--- src/rtl/clock_phase_pkg.sv ---
// Shared constants and helpers for the four-phase clock generator.
// Latency: n/a (package only).
// Backpressure: n/a; the generator is throttled only by its enable input.
package clock_phase_pkg;

    localparam int DIV_W  = 4;
    localparam int HOLD_W = 8;

    localparam logic [1:0] PH_IMEM  = 2'd0;
    localparam logic [1:0] PH_PROC0 = 2'd1;
    localparam logic [1:0] PH_DMEM  = 2'd2;
    localparam logic [1:0] PH_RF    = 2'd3;

    typedef enum logic {
        ST_HOLD = 1'b0,
        ST_RUN  = 1'b1
    } state_e;

    // One bit per derived clock; packed so the decode flops load in one assignment.
    typedef struct packed {
        logic rf;
        logic dmem;
        logic proc;
        logic imem;
    } clk_vec_t;

    // Clock levels for a given phase. The processor clock spans phases 1 and 2.
    function automatic clk_vec_t decode_clocks(input logic [1:0] ph);
        clk_vec_t c;
        c.imem = (ph == PH_IMEM);
        c.proc = (ph == PH_PROC0) || (ph == PH_DMEM);
        c.dmem = (ph == PH_DMEM);
        c.rf   = (ph == PH_RF);
        return c;
    endfunction

endpackage

--- src/rtl/clock_phase_gen_phase_divider.sv ---
// Master-clock divider and two-bit phase ring.
// Latency: phase updates on the edge after the last divide count; next_phase is combinational look-ahead.
// Backpressure: enable=0 freezes div_cnt and phase; no other stall source.
module phase_divider
    import clock_phase_pkg::*;
#(
    parameter int DIV = 1
) (
    input  logic       clock,
    input  logic       reset,
    input  logic       enable,
    output logic [1:0] phase,
    output logic [1:0] next_phase,
    output logic       advance,
    output logic       wrap_pulse
);

    localparam logic [DIV_W-1:0] DIV_LAST = DIV_W'(DIV - 1);

    logic [DIV_W-1:0] div_cnt_q;
    logic [DIV_W-1:0] div_cnt_d;
    logic [1:0]       phase_q;
    logic [1:0]       phase_d;

    // The phase steps when the divide count reaches its last value.
    assign advance    = enable && (div_cnt_q == DIV_LAST);
    assign wrap_pulse = advance && (phase_q == PH_RF);

    // Next divide count and phase; both hold while enable is low.
    always_comb begin
        div_cnt_d = div_cnt_q;
        phase_d   = phase_q;
        if (enable) begin
            if (div_cnt_q == DIV_LAST) begin
                div_cnt_d = '0;
                phase_d   = phase_q + 2'd1;
            end else begin
                div_cnt_d = div_cnt_q + DIV_W'(1);
            end
        end
    end

    // Divider state registers.
    always_ff @(posedge clock or negedge reset) begin
        if (!reset) begin
            div_cnt_q <= '0;
            phase_q   <= PH_IMEM;
        end else begin
            div_cnt_q <= div_cnt_d;
            phase_q   <= phase_d;
        end
    end

    assign phase      = phase_q;
    assign next_phase = phase_d;

endmodule

--- src/rtl/clock_phase_gen.sv ---
// Derives imem/processor/dmem/regfile clocks, phase strobes and a sequenced processor reset from one master clock.
// Latency: all outputs are flops updated on the same edge as phase; proc_reset_n rises on the wrap completing RST_HOLD frames.
// Backpressure: enable=0 holds counters and clock levels and zeroes the strobes on the next edge.
module clock_phase_gen
    import clock_phase_pkg::*;
#(
    parameter int DIV      = 1,
    parameter int RST_HOLD = 8
) (
    input  logic       clock,
    input  logic       reset,
    input  logic       enable,
    output logic       imem_clock,
    output logic       processor_clock,
    output logic       dmem_clock,
    output logic       regfile_clock,
    output logic       imem_en,
    output logic       proc_en,
    output logic       dmem_en,
    output logic       rf_en,
    output logic [1:0] phase,
    output logic       proc_reset_n,
    output logic       ready
);

    localparam logic [HOLD_W-1:0] HOLD_TGT = HOLD_W'(RST_HOLD);

    logic [1:0]        next_phase;
    logic              advance;
    logic              wrap_pulse;

    clk_vec_t          clk_q;
    clk_vec_t          clk_d;
    logic [3:0]        stb_q;
    logic [3:0]        stb_d;
    state_e            state_q;
    state_e            state_d;
    logic [HOLD_W-1:0] hold_cnt_q;
    logic [HOLD_W-1:0] hold_cnt_d;
    logic              prn_q;
    logic              prn_d;

    phase_divider #(
        .DIV (DIV)
    ) u_div (
        .clock      (clock),
        .reset      (reset),
        .enable     (enable),
        .phase      (phase),
        .next_phase (next_phase),
        .advance    (advance),
        .wrap_pulse (wrap_pulse)
    );

    // Clock levels reload only when the phase actually changes. This keeps every
    // clock low during the initial phase 0 after reset, so the first imem pulse
    // follows the first 3->0 wrap, and holds the levels while enable is low.
    always_comb begin
        clk_d = clk_q;
        if (advance) begin
            clk_d = decode_clocks(next_phase);
        end
    end

    // One-cycle strobe for the phase being entered on this edge.
    always_comb begin
        stb_d = '0;
        if (advance) begin
            stb_d[next_phase] = 1'b1;
        end
    end

    // Reset sequencer: count completed frames, release the processor on the
    // wrap that reaches RST_HOLD. hold_cnt never exceeds RST_HOLD.
    always_comb begin
        state_d    = state_q;
        hold_cnt_d = hold_cnt_q;
        prn_d      = 1'b0;
        case (state_q)
            ST_HOLD: begin
                if (RST_HOLD == 0) begin
                    state_d = ST_RUN;
                    prn_d   = 1'b1;
                end else if (wrap_pulse) begin
                    hold_cnt_d = hold_cnt_q + HOLD_W'(1);
                    if (hold_cnt_d == HOLD_TGT) begin
                        state_d = ST_RUN;
                        prn_d   = 1'b1;
                    end
                end
            end
            ST_RUN: begin
                prn_d = 1'b1;
            end
            default: begin
                state_d = ST_HOLD;
            end
        endcase
    end

    // Output decode, strobe and sequencer registers.
    always_ff @(posedge clock or negedge reset) begin
        if (!reset) begin
            clk_q      <= '0;
            stb_q      <= '0;
            state_q    <= ST_HOLD;
            hold_cnt_q <= '0;
            prn_q      <= 1'b0;
        end else begin
            clk_q      <= clk_d;
            stb_q      <= stb_d;
            state_q    <= state_d;
            hold_cnt_q <= hold_cnt_d;
            prn_q      <= prn_d;
        end
    end

    assign imem_clock      = clk_q.imem;
    assign processor_clock = clk_q.proc;
    assign dmem_clock      = clk_q.dmem;
    assign regfile_clock   = clk_q.rf;

    assign imem_en = stb_q[PH_IMEM];
    assign proc_en = stb_q[PH_PROC0];
    assign dmem_en = stb_q[PH_DMEM];
    assign rf_en   = stb_q[PH_RF];

    assign proc_reset_n = prn_q;
    assign ready        = prn_q;

endmodule

--- config.mk ---
export PLATFORM = sky130hd
export DESIGN_NAME = clock_phase_gen
export DESIGN_NICKNAME = d
export VERILOG_FILES = /design/src/rtl/clock_phase_pkg.sv /design/src/rtl/clock_phase_gen_phase_divider.sv /design/src/rtl/clock_phase_gen.sv
export SDC_FILE = /design/constraint.sdc
export NUM_CORES = 1
export LEC_CHECK = 0
export BUFFER_PORTS_ARGS = -buffer_cell sky130_fd_sc_hd__buf_2
export CAP_MARGIN = 20
export CORE_MARGIN = 10
export CORE_UTILIZATION = 40
export CTS_CLUSTER_SIZE = 24
export DETAILED_ROUTE_END_ITERATION = 8
export PLACE_DENSITY_LB_ADDON = 0.3
export SLEW_MARGIN = 20
export SYNTH_ARGS = -nofsm -noshare
export SYNTH_HDL_FRONTEND = slang
export SYNTH_HIERARCHICAL = 1
export SYNTH_SLANG_ARGS = --single-unit
--- constraint.sdc ---
create_clock -name clock -period 2.3 [get_ports clock]
set_input_delay 0.23 -clock clock [delete_from_list [all_inputs] [get_ports clock]]
set_output_delay 0.23 -clock clock [all_outputs]
set_load 0.1 [all_outputs]
==> key figures, run 1 <==
Status
  – Status: finished, final reports clean

Pwr
  – Peak VDD IR: 1210 uV
  – Lkg Pwr: 0.639 nW
  – Cell Pwr Density: 1300 mW/mm2

Clock network
  – TritonCTS clock tree: yes
  – CTS clock-pin slew for the worst setup and hold paths: 0.13 ns
  – Clock Tree Root: clkbuf_4
  – Htree depth: 1
  – Skew-Pair Late Insertion Delay: 0.30 ns
  – Num CTS Buffers: 3
  – CTS sink count: 23
  – Maximum buffer depth of the clock tree: 2
  – PostCTS Resize Cnt: 0

Yosys
  – Cell area after synthesis: 0.00114 mm2
  – Top cell type's share of synthesized area: 50.3%
  – Ranking of synthesized cells by area: dfrtp_1, ha_1, xnor2_1
  – Unique masters post-synth: 34
  – Syn_nets: 107
  – Post-synth top flop: dfrtp_1
  – Most common cell in the netlist: dfrtp_1
  – Asr flop ratio synth: 100%
  – Yosys warns: 6
  – Top post-synthesis cells by count: dfrtp_1, ha_1, xnor2_1, nand2_1
  – Mapped Cells: 95
  – Number of enable flip-flop cells after synthesis: 0
  – Post-synthesis sequential area ratio: 50.3%
  – Synthesis-stage register bit count: 23
  – Largest area contributor in the netlist: dfrtp_1
  – Avg Cell Area, Syn: 12.0 um2

Floorplan
  – Die height: 73.5 um
  – Core area: 0.00273 mm2
  – Row count: 19
  – Num ports: 15
  – Die Footprint: 0.00540 mm2
  – Initial Util: 41.8%
  – Chip Width: 73.5 um

Min path
  – WHS Path Cells: 2
  – Hold Crit Class: in -> reg

GRT
  – First-pass GRT wire length: 3260 um
  – Gr usage total: 7.50%
  – Vias in the first global route: 732
  – GRT Residual Overflow: 0
  – Largest net degree at the start of global routing: 24
  – Initial antenna violation count: 0

Place
  – RePlAce Congestion: 0.705
  – Number of port buffers: 14
  – Detail Placement HPWL: 1370 um
  – Placed instance count: 138

Detailed routing
  – DR WL/cell: 12.9 um
  – Vias per inst: 5.13
  – DR pass1 iterations: 3
  – DR vias: 733
  – Post-Route WL: 1840 um
  – DRC: 0
  – Antenna viol nets, final: 0
  – DR iter-0 viols: 40

Cells and area
  – Antenna cells: 0
  – Fin nets: 125
  – Filler cells: 255
  – Area Overhead vs Synth: 11.8%
  – Final Instance Count excl. Fillers: 143
  – Share of layout cells above drive strength 1: 25.9%
  – Post-layout util: 46.8%

Timing
  – RSZ-0062 raised after global routing: no
  – Hold Violations, Final: 0
  – Worst clock skew: 0.00282 ns
  – Slew HR: 66.3%
  – Final Max Tran Viols: 0
  – Endpoints failing setup: 0
  – Max Clk Rate: 475 MHz
  – Worst-Margin Slew: 0.506 ns
  – Final worst path period share: 91.5%
  – Clock period minus worst slack: 2.10 ns
  – Setup TNS: 0 ns

Run
  – Max_cap viols: 0

Setup path
  – Crit path kind: reg -> reg
  – Worst Setup End Kind: register
  – Crit start category: register
  – Crit Path Max Fanout: 11
  – Worst reg2reg path depth: 7
  – Critical path required time: 2.51 ns
  – Worst EP arrival: 2.31 ns
-- per-layer routing --
layer	part of all wire [%]	GRT usage (%)
met4	0.71	1.86
met5	0	0
met3	7.4	4.17
met1	47	9.15
met2	45	11.2
-- logic make-up after synthesis --
kind of cell / synth area share, %
compound gates: 4.81
xor+xnor: 7.66
fa+ha+maj: 9.85
buf+inv: 2.63
flops: 50.3
mux: 5.25
simple gates: 19.5
-- power by group --
group / leakage (nW) / internal (mW) / switching, mW
combinational: 0.319 / 0.230 / 0.639
sequential: 0.302 / 0.516 / 0.0918
clock: 0.0177 / 0.0648 / 0.118
total: 0.639 / 0.811 / 0.849
-- through the flow --
| stage | hold WS (ns) | power [mW] | worst slack (ns) | area (um2) |
|---|---|---|---|---|
| after floorplan | -0.0656 | 1.33 | 0.0761 | 1140 |
| after global placement | 0.226 | 1.47 | 0.314 | 1240 |
| after detailed placement | 0.237 | 1.50 | 0.208 | 1240 |
| after CTS | 0.200 | 1.69 | 0.173 | 1280 |
| after global routing | 0.208 | 1.78 | 0.0416 | 1280 |
| final | 0.216 | 1.66 | 0.195 | 1280 |
-- what timing repair did --
action,CTS,global route
hold buffers,1,0
endpoints found under the hold margin,23,0
setup buffers,0,0
-- placed cells by master (no fill, tap or decap), types with 2 or more instances in the layout --
cell type / n
clkbuf_4: 3
nor3_1: 2
nand2_1: 6
mux2_2: 4
nor2_1: 2
nand3_1: 2
dfrtp_1: 23
and2_1: 5
xor2_1: 3
nand2b_1: 2
ha_1: 9
buf_2: 14
inv_1: 5
xnor2_1: 7
nand4_1: 2
o21ai_0: 3
-- state kept, by name, indices dropped and copies added (netlist names) --
register         cells
u_div/div_cnt_q      4
proc_reset_n         1
dmem_clock           1
regfile_clock        1
processor_clock      1
hold_cnt_q           8
stb_q                4
u_div/phase          2
imem_clock           1
-- worst paths after layout --
path	start	end	slack, ns
worst max register to register	u_div/div_cnt_q[0]	processor_clock	0.20
worst max-delay path	u_div/div_cnt_q[0]	processor_clock	0.20
worst min-delay path	enable	u_div/div_cnt_q[1]	0.22
worst min register to register	regfile_clock	regfile_clock	0.52
min in group asynchronous	reset	hold_cnt_q[4]	0.41
max in group asynchronous	reset	hold_cnt_q[2]	1.55
-- critical path, stage by stage (launching register included) --
cell and delay, ns:
dfrtp_1 0.43, inv_1 0.08, ha_1 0.17, and4bb_4 0.34, xor2_1 0.31, inv_1 0.12
ha_1 0.30, mux2_2 0.26
-- cell type report --
class	instances	area (um2)	share of cell area [%]
flip-flops and latches	23	576	45.0
multi-input cells	65	538	42.1
inverters	5	18.8	1.47
clock inverters	1	5.00	0.391
well taps	31	38.8	3.03
repair buffers	15	80.1	6.26
clock buffers	3	22.5	1.76
Note: power is estimated with default switching activity, not from simulation.
==> run 2: changes to the inputs <==
==> constraint.sdc (replaced) <==
create_clock -name clock -period 2.55 [get_ports clock]
set_input_delay 0.255 -clock clock [delete_from_list [all_inputs] [get_ports clock]]
set_output_delay 0.255 -clock clock [all_outputs]
set_load 0.1 [all_outputs]
==> key figures, run 2 (synthesized netlist as in run 1, its figures left out) <==
Setup path
  – CP bufs+invs: 2 (unchanged)
  – Worst setup startpoint: u_div/div_cnt_q[0]
  – Crit path largest cell delay: 0.44 ns (about the same)
  – Crit Path Max Fanout: 11 (unchanged)
  – CP top delay family: adder cells
  – Critical path required time: 2.76 ns (+0.25 ns)
  – Cell Chain, Critical Path: inv_1, ha_1, and4bb_4, xor2_1, inv_1, ha_1, mux2_2
  – Crit start category: register
  – Worst EP arrival: 2.32 ns (about the same)
  – Critical Path Slowest Stage Cell: dfrtp_1
  – Worst Setup End Kind: register
  – Crit path kind: reg -> reg
  – RR Startpoint: u_div/div_cnt_q[0]

Cells and area
  – Leading cell type in the layout, fill and taps excluded: dfrtp_1
  – Biggest regs: hold_cnt_q (8), stb_q (4), u_div/div_cnt_q (4)
  – Area Overhead vs Synth: 12.0%
  – Largest register by flop count: hold_cnt_q
  – Share of layout cells above drive strength 1: 25.9% (unchanged)
  – Seq. cell area: 576 um2 (unchanged)
  – Multi-input gate area: 538 um2 (unchanged)
  – Filler cells: 258 (+1.2%)
  – Antenna cells: 0 (unchanged)
  – Commonest cells after routing, fill and taps aside: dfrtp_1, buf_2, ha_1, xnor2_1, nand2_1
  – Post-layout util: 46.9% (+0.091 points)
  – Max FFs per register: 8 (unchanged)
  – Post-route cell area: 0.00128 mm2 (+0.20%)
  – Fin nets: 125 (unchanged)
  – Final Instance Count excl. Fillers: 143 (unchanged)

Pwr
  – Sw frac: 51.4% (+0.21 points)
  – Switching power: 0.773 mW (-9.0%)
  – Pwr Total: 1.50 mW (-9.4%)
  – Pint: 0.732 mW (-9.7%)
  – Sequential fraction of design power: 36.7% (about the same)
  – Combinational share of power: 51.8% (-0.6 points)
  – Peak VDD IR: 973 uV (-20%)
  – Clock share of power: 11.5% (+0.5 points)
  – Cell Pwr Density: 1170 mW/mm2 (-9.5%)
  – Lkg Pwr: 0.635 nW (-0.59%)

GRT
  – GRT Residual Overflow: 0 (unchanged)
  – Largest net degree at the start of global routing: 24 (unchanged)
  – First-pass GRT wire length: 3290 um (+1.1%)
  – Initial antenna violation count: 0 (unchanged)
  – Gr usage total: 7.61% (+0.11 points)
  – Vias in the first global route: 739 (+0.96%)

Timing
  – Final setup margin: 0.442 ns (+0.247 ns)
  – Setup TNS: 0 ns (unchanged)
  – Max Clk Rate: 474 MHz (-0.15%)
  – Final Max Tran Viols: 0 (unchanged)
  – RSZ-0062 raised after global routing: no
  – Hold Violations, Final: 0 (unchanged)
  – Min Hold Slack: 0.230 ns (+0.0141 ns)
  – Worst-Margin Slew: 0.492 ns (-0.0133 ns)
  – Final worst path period share: 82.7% (-8.8 points)
  – Worst clock skew: 0.000857 ns (-0.00197 ns)
  – Slew HR: 67.2% (+0.89 points)
  – Endpoints failing setup: 0 (unchanged)
  – Clock period minus worst slack: 2.11 ns (+0.00325 ns)

Clock network
  – TritonCTS clock tree: yes
  – CTS clock-pin slew for the worst setup and hold paths: 0.13 ns (about the same)
  – Skew-Pair Late Insertion Delay: 0.31 ns (about the same)
  – Post-CTS Setup Bufs: 0 (unchanged)
  – Clock Tree Root: clkbuf_4
  – Num CTS Buffers: 3 (unchanged)
  – Maximum buffer depth of the clock tree: 2 (unchanged)
  – Htree depth: 1 (unchanged)
  – CTS sink count: 23 (unchanged)

Detailed routing
  – Antenna viol nets, final: 0 (unchanged)
  – DR pass1 iterations: 2 (-1)
  – DRC: 0 (unchanged)
  – DR vias: 732 (-0.14%)
  – DR iter-0 viols: 33 (-18%)
  – Vias per inst: 5.12 (-0.14%)
  – Post-Route WL: 1860 um (+1.1%)
  – DR WL/cell: 13.0 um (+1.1%)

Floorplan
  – Die height: 73.5 um (unchanged)
  – Num ports: 15 (unchanged)
  – Initial Util: 41.8% (unchanged)
  – Core area: 0.00273 mm2 (unchanged)
  – Chip Width: 73.5 um (unchanged)
  – Row count: 19 (unchanged)
  – Die Footprint: 0.00540 mm2 (unchanged)

Status
  – Status: finished, final reports clean

Place
  – Number of port buffers: 14 (unchanged)
  – RePlAce Congestion: 0.702 (-0.43%)
  – Placed instance count: 138 (unchanged)
  – Pre-CTS setup slack: 0.438 ns (+0.230 ns)
  – Post-DP Area: 0.00124 mm2 (unchanged)
  – Detail Placement HPWL: 1390 um (+1.3%)

Min path
  – Min-delay src: enable
  – Hold Crit Class: in -> reg

Run
  – Max_cap viols: 0 (unchanged)
-- run 2: power by group through the flow --
stage | combinational, mW | sequential (mW) | clock [mW]
6_report | 0.779 | 0.552 | 0.173
5_1_grt | 0.844 | 0.569 | 0.196
4_1_cts | 0.790 | 0.554 | 0.182
3_5_place_dp | 0.785 | 0.560 | 0
3_3_place_gp | 0.775 | 0.553 | 0
2_1_floorplan | 0.271 | 0.930 | 0
-- run 2: worst paths after layout --
path / endpoint / slack, ns / cells after the start
max reg2reg: processor_clock / 0.44 / 7
max in group asynchronous: u_div/div_cnt_q[0] / 1.80 / 2
max: processor_clock / 0.44 / 7
min reg2reg: processor_clock / 0.52 / 1
min: u_div/div_cnt_q[1] / 0.23 / 2
min in group asynchronous: proc_reset_n / 0.42 / 2
-- run 2: layer usage --
metal  vias to the layer above  track usage [%]  wire (um)
met3                         2             3.90        146
met2                        15             11.6        862
met5                         -                0          0
met1                       358             9.21        840
li1                        357                -          -
met4                         0             1.86         13
-- run 2: final cells by class --
class | instances | share of cell area [%]
multi-input combinational | 65 | 42.0
tap | 31 | 3.03
clock inverter | 1 | 0.586
sequential | 23 | 44.9
inverter | 5 | 1.46
timing repair buffer | 15 | 6.25
clock buffer | 3 | 1.76
-- run 2: repair_timing --
item	4_1_cts	5_1_grt
hold buffers	1	0
resized for setup	0	0
hold endpoints to repair	23	0
==> run 3: changes to the inputs <==
==> constraint.sdc (replaced) <==
create_clock -name clock -period 2 [get_ports clock]
set_input_delay 0.2 -clock clock [delete_from_list [all_inputs] [get_ports clock]]
set_output_delay 0.2 -clock clock [all_outputs]
set_load 0.1 [all_outputs]
==> key figures, run 3 (synthesized netlist as in run 1, its figures left out) <==
Status
  – Status: finished, final reports clean

Clock network
  – Maximum buffer depth of the clock tree: 2 (unchanged)
  – Clock Tree Root: clkbuf_4
  – Num CTS Buffers: 3 (unchanged)
  – Htree depth: 1 (unchanged)
  – Skew-Pair Late Insertion Delay: 0.30 ns (about the same)
  – CTS sink count: 23 (unchanged)
  – CTS clock-pin slew for the worst setup and hold paths: 0.12 ns (about the same)
  – TritonCTS clock tree: yes

Floorplan
  – Row count: 19 (unchanged)
  – Core area: 0.00273 mm2 (unchanged)
  – Chip Width: 73.5 um (unchanged)
  – Die Footprint: 0.00540 mm2 (unchanged)
  – Num ports: 15 (unchanged)
  – Die height: 73.5 um (unchanged)
  – Initial Util: 41.8% (unchanged)

Place
  – Detail Placement HPWL: 1480 um (+6.4%)
  – Number of port buffers: 14 (unchanged)
  – Post-DP Area: 0.00127 mm2 (+2.0%)
  – RePlAce Congestion: 0.731 (+4.1%)

Timing
  – Worst-Margin Slew: 0.519 ns (+0.0269 ns)
  – Final worst path period share: 95.4% (+13 points)
  – Slew HR: 65.4% (-1.8 points)
  – Max Clk Rate: 524 MHz (+10%)
  – RSZ-0062 raised after global routing: no
  – Clock period minus worst slack: 1.91 ns (-0.199 ns)
  – Worst clock skew: 0.00167 ns (+0.000809 ns)
  – Final Max Tran Viols: 0 (unchanged)
  – Endpoints failing setup: 0 (unchanged)
  – Setup TNS: 0 ns (unchanged)
  – Hold Violations, Final: 0 (unchanged)

Pwr
  – Cell Pwr Density: 1520 mW/mm2 (+30%)
  – Lkg Pwr: 0.656 nW (+3.4%)
  – Peak VDD IR: 1120 uV (+15%)
  – Switching power: 1.01 mW (+30%)
  – Combinational share of power: 54.5% (+2.7 points)
  – Clock share of power: 10.6% (-0.9 points)
  – Pint: 1.00 mW (+37%)
  – Sequential fraction of design power: 34.9% (-1.8 points)
  – Pwr Total: 2.01 mW (+33%)
  – Sw frac: 50.1% (-1.3 points)

Cells and area
  – Commonest cells after routing, fill and taps aside: dfrtp_1, buf_2, ha_1, xnor2_1, nand2_1
  – Max FFs per register: 8 (unchanged)
  – Share of layout cells above drive strength 1: 32.5% (+6.6 points)
  – Biggest regs: hold_cnt_q (8), stb_q (4), u_div/div_cnt_q (4)
  – Post-layout util: 48.3% (+1.4 points)
  – Post-route cell area: 0.00132 mm2 (+3.0%)
  – Largest register by flop count: hold_cnt_q
  – Antenna cells: 0 (unchanged)
  – Fin nets: 130 (+4.0%)
  – Leading cell type in the layout, fill and taps excluded: dfrtp_1
  – Area Overhead vs Synth: 15.4%

Detailed routing
  – DR vias: 756 (+3.3%)
  – DR pass1 iterations: 2 (unchanged)
  – Post-Route WL: 2020 um (+8.2%)
  – DRC: 0 (unchanged)
  – Antenna viol nets, final: 0 (unchanged)
  – DR WL/cell: 13.6 um (+4.6%)
  – Vias per inst: 5.11 (-0.21%)
  – DR iter-0 viols: 23 (-30%)

GRT
  – Vias in the first global route: 772 (+4.5%)
  – Gr usage total: 8.10% (+0.49 points)
  – Initial antenna violation count: 0 (unchanged)
  – First-pass GRT wire length: 3470 um (+5.4%)
  – GRT Residual Overflow: 0 (unchanged)
  – Largest net degree at the start of global routing: 24 (unchanged)

Setup path
  – Crit start category: register
  – Worst Setup End Kind: register
  – RR Startpoint: u_div/div_cnt_q[1]
  – R2r setup slk: 0.09 ns (-0.35 ns)
  – Crit path kind: reg -> reg
  – Worst reg2reg path depth: 7 (unchanged)
  – Crit Path Max Fanout: 4 (-7)
  – Worst EP arrival: 2.11 ns (-0.21 ns)
  – Critical path required time: 2.20 ns (-0.56 ns)
  – Capture point of the worst reg-to-reg path: processor_clock

Min path
  – Hold Crit Class: in -> reg
  – Min-Delay Endpoint: u_div/div_cnt_q[1]
  – Min-delay src: enable
  – WHS Path Cells: 2 (unchanged)

Run
  – Max_cap viols: 0 (unchanged)
run 3: through the flow:
step | hold WS [ns] | setup slack (ns) | cells
final | 0.195 | 0.0913 | 148
after global routing | 0.188 | 0.0142 | 148
after CTS | 0.190 | 0.0347 | 147
after detailed placement | 0.202 | 0.0162 | 141
after global placement | 0.200 | 0.112 | 141
after floorplan | -0.0956 | 0.0811 | 95
run 3: layout make-up:
cell class	count	area [um2]
flip-flops and latches	23	578
multi-input cells	65	541
inverters	5	18.8
repair buffers	20	118
clock buffers	4	26.3
fillers	255	1410
well taps	31	38.8
run 3: worst max path at each step:
stage,start,endpoint,slack (ns)
after floorplan,u_div/phase[0],processor_clock,0.08
after global placement,u_div/div_cnt_q[1],processor_clock,0.11
after detailed placement,u_div/div_cnt_q[1],processor_clock,0.02
after CTS,u_div/div_cnt_q[1],processor_clock,0.03
after global routing,u_div/div_cnt_q[1],hold_cnt_q[4],0.01
final,u_div/div_cnt_q[1],processor_clock,0.09
run 3: metal layers:
metal / wire length, um / global-route usage, %
met1: 912 / 9.29
met2: 934 / 12.5
met3: 132 / 3.90
met4: 36 / 3.52
met5: 0 / 0
run 3: power by group through the flow:
stage               Combinational (mW)  Clock [mW]  Sequential [mW]
floorplan                        0.345           0             1.19
global placement                  1.04           0            0.702
detailed placement                1.08           0            0.708
CTS                               1.09       0.226            0.702
global route                      1.18       0.248            0.721
finish                            1.09       0.213            0.701
run 3: critical path: stages, from the launching register on:
cell and delay, ns:
dfrtp_1 0.42, inv_2 0.06, ha_2 0.18, and4bb_4 0.28, mux2_4 0.33, inv_2 0.07, ha_1 0.21, mux2_2 0.26
run 3: timing repair:
| item | in CTS | in global routing |
|---|---|---|
| resized for setup | 0 | 3 |
| setup endpoints to repair | 1 | 4 |
| hold endpoints to repair | 23 | 0 |
| hold buffers | 1 | 0 |
| pin swaps | 0 | 0 |
| setup buffers | 1 | 1 |
